## src/rtl/cmip_bus_arb.sv

```systemverilog
// Round-robin arbiter that lets REQ_NUM requesters share one fixed-latency pipeline, issuing at most one transfer per cycle.
// Latency: grant and issue are registered one cycle after the request. The response appears PIPE_DELAY cycles after the issue strobe.
// Backpressure: a requester holds its request and data until it sees its grant. A flush stops new issues until in-flight work drains.
module cmip_bus_arb #(
    parameter int REQ_NUM    = 4,
    parameter int DATA_WDTH  = 8,
    parameter int PIPE_DELAY = 2,
    localparam int ID_W      = $clog2(REQ_NUM),
    localparam int CNT_W     = $clog2(PIPE_DELAY + 1)
) (
    input  logic                           i_clk,
    input  logic                           i_rst_n,
    input  logic [REQ_NUM-1:0]             i_req,
    input  logic [REQ_NUM*DATA_WDTH-1:0]   i_din,
    input  logic                           i_flush,
    output logic [REQ_NUM-1:0]             o_gnt,
    output logic                           o_pipe_vld,
    output logic [DATA_WDTH-1:0]           o_pipe_din,
    output logic [ID_W-1:0]                o_pipe_id,
    input  logic [DATA_WDTH-1:0]           i_pipe_dout,
    output logic [REQ_NUM-1:0]             o_rsp_vld,
    output logic [DATA_WDTH-1:0]           o_rsp_data,
    output logic                           o_busy,
    output logic                           o_flush_done
);

    typedef enum logic [1:0] {
        ST_RUN   = 2'd0,
        ST_DRAIN = 2'd1,
        ST_DONE  = 2'd2
    } state_t;

    state_t                 state_q, state_d;
    logic [REQ_NUM-1:0]     gnt_q, gnt_d;
    logic                   pipe_vld_q;
    logic [DATA_WDTH-1:0]   pipe_din_q, pipe_din_d;
    logic [ID_W-1:0]        pipe_id_q;
    logic [ID_W-1:0]        last_q;
    logic [PIPE_DELAY-1:0]  tag_vld_q;
    logic [ID_W-1:0]        tag_id_q [PIPE_DELAY];
    logic [CNT_W-1:0]       cnt_q, cnt_d;

    logic [REQ_NUM-1:0]     cand;
    logic [ID_W-1:0]        scan_idx;
    logic [ID_W-1:0]        win_idx;
    logic                   win_found;
    logic                   issue;
    logic [REQ_NUM-1:0]     rsp_vld;
    logic                   rsp_any;

    // Round-robin search: first candidate above the last winner, wrapping; last grantee is masked out
    always_comb begin
        cand      = i_req & ~gnt_q;
        scan_idx  = '0;
        win_idx   = '0;
        win_found = 1'b0;
        for (int i = 1; i <= REQ_NUM; i++) begin
            scan_idx = ID_W'((int'(last_q) + i) % REQ_NUM);
            if (!win_found && cand[scan_idx]) begin
                win_found = 1'b1;
                win_idx   = scan_idx;
            end
        end
    end

    // A flush seen in RUN takes priority over any pending request
    assign issue = (state_q == ST_RUN) && !i_flush && win_found;

    // Grant one-hot and the selected requester's data slice
    always_comb begin
        gnt_d      = '0;
        pipe_din_d = i_din[int'(win_idx)*DATA_WDTH +: DATA_WDTH];
        if (issue) begin
            gnt_d[win_idx] = 1'b1;
        end
    end

    // Flush FSM: stop issuing, wait for the pipeline to empty, then hold DONE while flush stays high
    always_comb begin
        state_d = state_q;
        case (state_q)
            ST_RUN:   if (i_flush)        state_d = ST_DRAIN;
            ST_DRAIN: if (cnt_q == '0)    state_d = ST_DONE;
            ST_DONE:  if (!i_flush)       state_d = ST_RUN;
            default:                      state_d = ST_RUN;
        endcase
    end

    // Response strobe decodes the id in the oldest tag stage
    always_comb begin
        rsp_vld = '0;
        if (tag_vld_q[PIPE_DELAY-1]) begin
            rsp_vld[tag_id_q[PIPE_DELAY-1]] = 1'b1;
        end
    end

    assign rsp_any = tag_vld_q[PIPE_DELAY-1];

    // In-flight count tracks issue strobes that have not yet produced a response
    always_comb begin
        cnt_d = cnt_q;
        case ({pipe_vld_q, rsp_any})
            2'b10:   cnt_d = cnt_q + CNT_W'(1);
            2'b01:   cnt_d = cnt_q - CNT_W'(1);
            default: cnt_d = cnt_q;
        endcase
    end

    // Registered arbitration results, tag pipeline, counter and FSM state
    always_ff @(posedge i_clk) begin
        if (!i_rst_n) begin
            state_q    <= ST_RUN;
            gnt_q      <= '0;
            pipe_vld_q <= 1'b0;
            pipe_din_q <= '0;
            pipe_id_q  <= '0;
            last_q     <= ID_W'(REQ_NUM - 1);
            tag_vld_q  <= '0;
            for (int i = 0; i < PIPE_DELAY; i++) begin
                tag_id_q[i] <= '0;
            end
            cnt_q      <= '0;
        end else begin
            state_q    <= state_d;
            gnt_q      <= gnt_d;
            pipe_vld_q <= issue;
            if (issue) begin
                pipe_din_q <= pipe_din_d;
                pipe_id_q  <= win_idx;
                last_q     <= win_idx;
            end
            tag_vld_q[0] <= pipe_vld_q;
            tag_id_q[0]  <= pipe_id_q;
            for (int i = 1; i < PIPE_DELAY; i++) begin
                tag_vld_q[i] <= tag_vld_q[i-1];
                tag_id_q[i]  <= tag_id_q[i-1];
            end
            cnt_q      <= cnt_d;
        end
    end

    assign o_gnt        = gnt_q;
    assign o_pipe_vld   = pipe_vld_q;
    assign o_pipe_din   = pipe_din_q;
    assign o_pipe_id    = pipe_id_q;
    assign o_rsp_vld    = rsp_vld;
    assign o_rsp_data   = i_pipe_dout;
    assign o_busy       = (cnt_q != '0);
    assign o_flush_done = (state_q == ST_DONE);

endmodule

```

## config.mk

```make
export PLATFORM = sky130hd
export DESIGN_NAME = cmip_bus_arb
export DESIGN_NICKNAME = d
export VERILOG_FILES = /design/src/rtl/cmip_bus_arb.sv
export SDC_FILE = /design/constraint.sdc
export NUM_CORES = 1
export LEC_CHECK = 0
export ABC_AREA = 0
export BUFFER_PORTS_ARGS = -buffer_cell sky130_fd_sc_hd__buf_4
export CAP_MARGIN = 25
export CORE_ASPECT_RATIO = 1.75
export CORE_UTILIZATION = 28
export DETAILED_ROUTE_END_ITERATION = 12
export SYNTH_ARGS = -nofsm -noshare
export SYNTH_HDL_FRONTEND = slang
export SYNTH_SLANG_ARGS = --single-unit
```

## constraint.sdc

```tcl
create_clock -name i_clk -period 2.1 [get_ports i_clk]
set_clock_uncertainty 0.1 [all_clocks]
set_input_delay 0.63 -clock i_clk [delete_from_list [all_inputs] [get_ports i_clk]]
set_output_delay 0.63 -clock i_clk [all_outputs]
set_load 0.03 [all_outputs]
```

# Word level (Yosys, flattened, before mapping)

Memories as Yosys holds them, arrays and structs flattened.
Index checks and enable logic that the tools add are counted.

Shifts and indexed selects: 1
Order comparisons: 8
Muxes and demuxes: 30
Add/sub/neg operators: 6
Reduce and logical (&&, ||, !) cells: 17
Equal/unequal tests: 7
Bitwise logic cells: 4

Operators by type and width:

| cell                | number |
|---|---|
| $shiftx 32x6->8     | 1 |
| $lt 2x3->1 const B  | 6 |
| $mux 2              | 9 |
| $mux 1              | 12 |
| $bmux 1 s2          | 4 |
| $logic_and 1x1->1   | 7 |
| $add 2x1->2 const B | 3 |
| $ne 2x2->1 const B  | 3 |
| $pmux 2 s3          | 1 |
| $add 2x2->2 const B | 2 |
| $and 4x4->4         | 1 |
| $demux 1 s2         | 2 |
| $eq 2x1->1 const B  | 2 |
| $eq 2x2->1 const B  | 2 |
| $ge 2x1->1 const B  | 2 |
| $logic_not 1->1     | 4 |
| $logic_not 2->1     | 2 |
| $mux 4              | 1 |
| $not 4->4           | 1 |
| $pmux 2 s2          | 1 |
| $reduce_bool 2->1   | 2 |
| $reduce_and 3->1    | 1 |
| $or 1x1->1          | 2 |
| $reduce_and 2->1    | 1 |
| $sub 2x1->2 const B | 1 |

Word-level logic and storage cells: 82
Bits in writable memories: 4
Input port bits: 47
Memories: 1
Flip-flop bits (word level): 23

Memory list:

| name     | depth | width | rd ports | clocked after memory_dff | write ports | RTL line | RTL |
|---|---|---|---|---|---|---|---|
| tag_id_q | 2     | 2     | 2        | 0                        | 2           | 40       | `logic [ID_W-1:0] tag_id_q [PIPE_DELAY];` |

# Logic depth before layout (Yosys ltp)

Word-level depth: 18
Depth in mapped cells: 7
Depth with buffers taken out: 6

# Worst setup path before layout

No wires, ideal clock.

Path kind: input port to flip-flop
From: in i_req[0]
To: reg pipe_din_q[0] (netlist: o_pipe_din[0])
Stages: 7
Arrival: 1,600 ps
Setup slack: 263 ps
Required time: 1,863 ps
Setup time: 137 ps
Buffers on the path: 1
Cell sequence: and3b_1 o31a_1 o21ai_2 o21ai_2 buf_6 mux2i_1 o221ai_1

Cells in the longest elaborated chain, start to end: 14
Elaborated cells between the ends (all ways): 25

RTL lines:

| element                                                     | RTL line | RTL |
|---|---|---|
| start, declared                                             | 13       | `input logic [REQ_NUM-1:0] i_req,` |
| $and 4x4->4 *                                               | 53       | `cand = i_req & ~gnt_q;` |
| $bmux 1 s2                                                  | 59       | `if (!win_found && cand[scan_idx]) begin` |
| $mux 1 (not written as such)                                | 59       |  |
| $mux 1                                                      | 59       |  |
| $logic_not 1->1                                             | 59       |  |
| $logic_and 1x1->1                                           | 59       |  |
| $mux 1                                                      | 59       |  |
| $logic_not 1->1                                             | 59       |  |
| $logic_and 1x1->1                                           | 59       |  |
| $mux 1                                                      | 59       |  |
| $logic_not 1->1                                             | 59       |  |
| $logic_and 1x1->1                                           | 59       |  |
| $mux 2 / $mux 1 (equally long branches)                     | 59       |  |
| $shiftx 32x6->8 / $logic_and 1x1->1 (equally long branches) | 72, 67   |  |
| end signal, assigned                                        | 128      | `pipe_din_q <= pipe_din_d;` |
| end, declared                                               | 36       | `logic [DATA_WDTH-1:0] pipe_din_q, pipe_din_d;` |

Mark *: on every way between the ends. The rest lies on a longest branch, timed or not. The select of a mux whose other input is x is not followed.
A chain may end at the register's enable or synchronous reset.

# Final worst setup path

From: reg tag_vld_q[1]
To: out o_rsp_vld[0]

Cells in the longest elaborated chain, start to end: 1

RTL lines:

| element                         | RTL line | RTL |
|---|---|---|
| start, declared                 | 39       | `logic [PIPE_DELAY-1:0] tag_vld_q;` |
| start signal, assigned by index | 135      | `tag_vld_q[i] <= tag_vld_q[i-1];` |
| $mux 4                          | 92       | `if (tag_vld_q[PIPE_DELAY-1]) begin` |
| end, declared                   | 21       | `output logic [REQ_NUM-1:0] o_rsp_vld,` |

No other way between the ends.

==> impl_metrics.json <==
{
  "tightestPinTransition_ns": 0.3131,
  "syn-num-nets": 189,
  "cts.htree.levels": 1,
  "clock-sinks": 27,
  "regArea_sq_um": 540.5,
  "yosys_warnings": 0,
  "cts_hold_buf": 0,
  "yosys.area.top_type": "dfxtp_1",
  "max-vdd-ir-drop_mv": 0.3861,
  "clockBufferDepth": 2,
  "hpwl_um": 2371,
  "netlist_top_cells_area": "dfxtp_1 42%, mux2i_1 12%, o221ai_1 5.4%, nand2_1 4.9%, and2_1 4.8%",
  "grtUsageMet2_pct": 22.92,
  "grt_max_degree": 21,
  "drive_gt1_share_pct": 35.71,
  "hold_viol": 0,
  "ys_seq_elements": 27,
  "hold_end": "tag_id_q[0][3]",
  "yosys.area.top_type_share_pct": 41.66,
  "met3_usage_pct": 1.161,
  "total_power_uw": 1338,
  "path_clk_slew_ns": 0.10,
  "syn_avg_cell_area_sq_um": 9.202,
  "power.switching_uw": 426.9,
  "power.leakage_uw": 0.0008615,
  "cap_violations": 0,
  "synth_ff_type": "dfxtp_1",
  "area_growth_pct": 39.15,
  "grt-ovfl-total": 0,
  "netlist_instances": 141,
  "worstPathArrival_ns": 1.07,
  "grt_pass1_wl_um": 4643,
  "hold_path.class": "reg -> reg",
  "tns_ns": 0,
  "clock_latency_ns": 0.27,
  "r2r_cells": 7,
  "yosysMostFrequentCell": "dfxtp_1",
  "first_pass_iters": 4,
  "reg2reg_to": "o_pipe_din[7]",
  "first_global_vias": 1077,
  "gp_congestion": 0.8184,
  "gr-usage-met1_pct": 13.55,
  "seq_area_frac_synth_pct": 41.66,
  "period_share_pct": 85.53,
  "die_area_sq_um": 4921,
  "synth_cell_type_count": 31,
  "drt_iter0_drc": 16,
  "drc_errors": 0,
  "crit_type": "reg -> out",
  "cts_root_buffer": "clkbuf_8",
  "cts_buffers": 3,
  "ant_nets": 0,
  "placed_cell_area_sq_um": 1757,
  "nets": 245,
  "cp.required_ns": 1.37,
  "p_sw_share_pct": 31.92,
  "whs_ns": 0.3421,
  "initial_utilization_pct": 29.19,
  "core_area_sq_um": 4444,
  "final-setup-viol-count": 0,
  "reg2reg_setup_slack_ns": 0.37,
  "end_kind": "output port",
  "p_int_uw": 910.8,
  "slew_viol_final": 0,
  "multi_input_area_sq_um": 655.6,
  "power_density_nw_per_um2": 740.9,
  "drt-total-wl_um": 3047,
  "fmax_ghz": 0.5568,
  "cp-start-kind": "register",
  "antenna_found_initial": 0,
  "pwr-share-clk_pct": 22.5,
  "diodes": 0,
  "critPathMaxFanout": 5,
  "die_w_um": 53.46,
  "syn_area_sq_um": 1297,
  "grt_use_total_pct": 12.67,
  "seqPwrFrac_pct": 44.8,
  "r2r-start": "last_q[1]",
  "finish.utilization_pct": 40.63,
  "io_buffer_count": 59,
  "rows": 32,
  "post-route-min-period_ns": 1.796,
  "synth-edff-count": 0,
  "ctsResizeCount": 0,
  "max_slew_margin_pct": 78.96,
  "via_count": 1161,
  "holdPathStages": 1,
  "fin_area_sq_um": 1805,
  "synthTopCellsByCount": "27 x dfxtp_1, 17 x nand2_1, 16 x mux2i_1, 10 x and2_1, 10 x nor2_1",
  "viasPerCell": 4.700,
  "p_comb_share_pct": 32.8,
  "grt_busiest_layer": "met2",
  "synthArstFlopShare_pct": 0,
  "cts_tree": "yes",
  "die_h_um": 92.05,
  "min-delay-start": "tag_id_q[0][1]",
  "cts_setup_buffers": 0,
  "outcome": "finished, final reports clean",
  "io_pins": 76,
  "rsz0062_at_grt": "false",
  "fill_cells": 463,
  "wl_per_cell_um": 12.34
}
-- sequential cells by signal, indices dropped and copies added, names as in the netlist --
| name | count |
|---|---|
| cnt_q | 2 |
| last_q | 2 |
| o_pipe_vld | 1 |
| o_pipe_din | 8 |
| tag_id_q | 4 |
| o_pipe_id | 2 |
| o_gnt | 4 |
| tag_vld_q | 2 |
| state_q | 2 |
-- power by group through the flow --
stage,logic [uW],registers (uW),clock network [uW]
after global routing,474,606,336
final,439,599,300
after floorplan,249,666,0
after detailed placement,443,610,0
after global placement,437,611,0
after CTS,445,599,309
-- cell type report --
type                    instances  share of cell area (%)
clock buffers                   3                   2.287
clock inverters                 1                  0.4158
inverters                       3                  0.6237
multi-input cells              99                   36.31
flip-flops and latches         27                   29.94
well taps                      51                   3.534
repair buffers                 63                   26.89
-- placed cells by master, fill, tap and decap left out --
master	synthesis	routed
a211oi_1	1	1
a21boi_0	2	2
a2bb2oi_1	1	1
and2_1	10	10
and3_1	1	1
and3b_1	1	1
buf_12	0	1
buf_4	8	62
clkbuf_8	0	3
clkinvlp_4	0	1
dfxtp_1	27	27
ha_1	1	1
inv_1	3	3
mux2i_1	16	16
nand2_1	17	17
nand2b_1	4	4
nand3_1	5	5
nand4bb_1	1	1
nor2_1	10	10
nor2b_1	4	4
nor3_1	2	2
nor3b_1	1	1
o21a_1	1	1
o21ai_0	4	4
o21ai_1	1	1
o21ai_2	3	3
o21bai_1	1	1
o221ai_1	8	8
o31a_1	1	1
or3_1	1	1
xnor2_1	2	2
-- layer usage --
layer  share of wire [%]  wire length (um)
met2                  55              1675
met1                  39              1180
met4                 1.9                57
met5                   0                 0
met3                 4.4               134
-- kinds of logic (layout without fill, tap and decap cells) --
kind of cell	Yosys count	after routing	share of synthesized area [%]
AND/OR/NAND/NOR	57	57	22.28
flip-flops	27	27	41.66
AO/OA/AOI/OAI	23	23	13.60
multiplexers	16	16	12.34
buffers and inverters	15	70	7.810
XOR/XNOR	2	2	1.350
adder cells (fa/ha/maj)	1	1	0.9642
-- metrics by stage --
stage                     setup slack, ns  instances
after CTS                          0.2794        247
after global placement            0.07624        243
final                              0.3039        247
after floorplan                    0.2631        141
after detailed placement          0.03800        243
after global routing               0.1791        247
-- worst max path at each step --
stage	startpoint	to	slack (ns)
after floorplan	i_req[0]	o_pipe_din[0]	0.26
after global placement	i_req[0]	o_pipe_din[4]	0.08
after detailed placement	i_req[0]	o_pipe_din[7]	0.04
after CTS	tag_vld_q[1]	o_rsp_vld[0]	0.28
after global routing	tag_vld_q[1]	o_rsp_vld[0]	0.18
final	tag_vld_q[1]	o_rsp_vld[0]	0.30
-- critical path, cell delays in order (launching register included) --
cell,delay [ns]
dfxtp_1,0.40
nor3b_1,0.20
buf_4,0.19
Note: power is estimated with default switching activity, not from simulation.
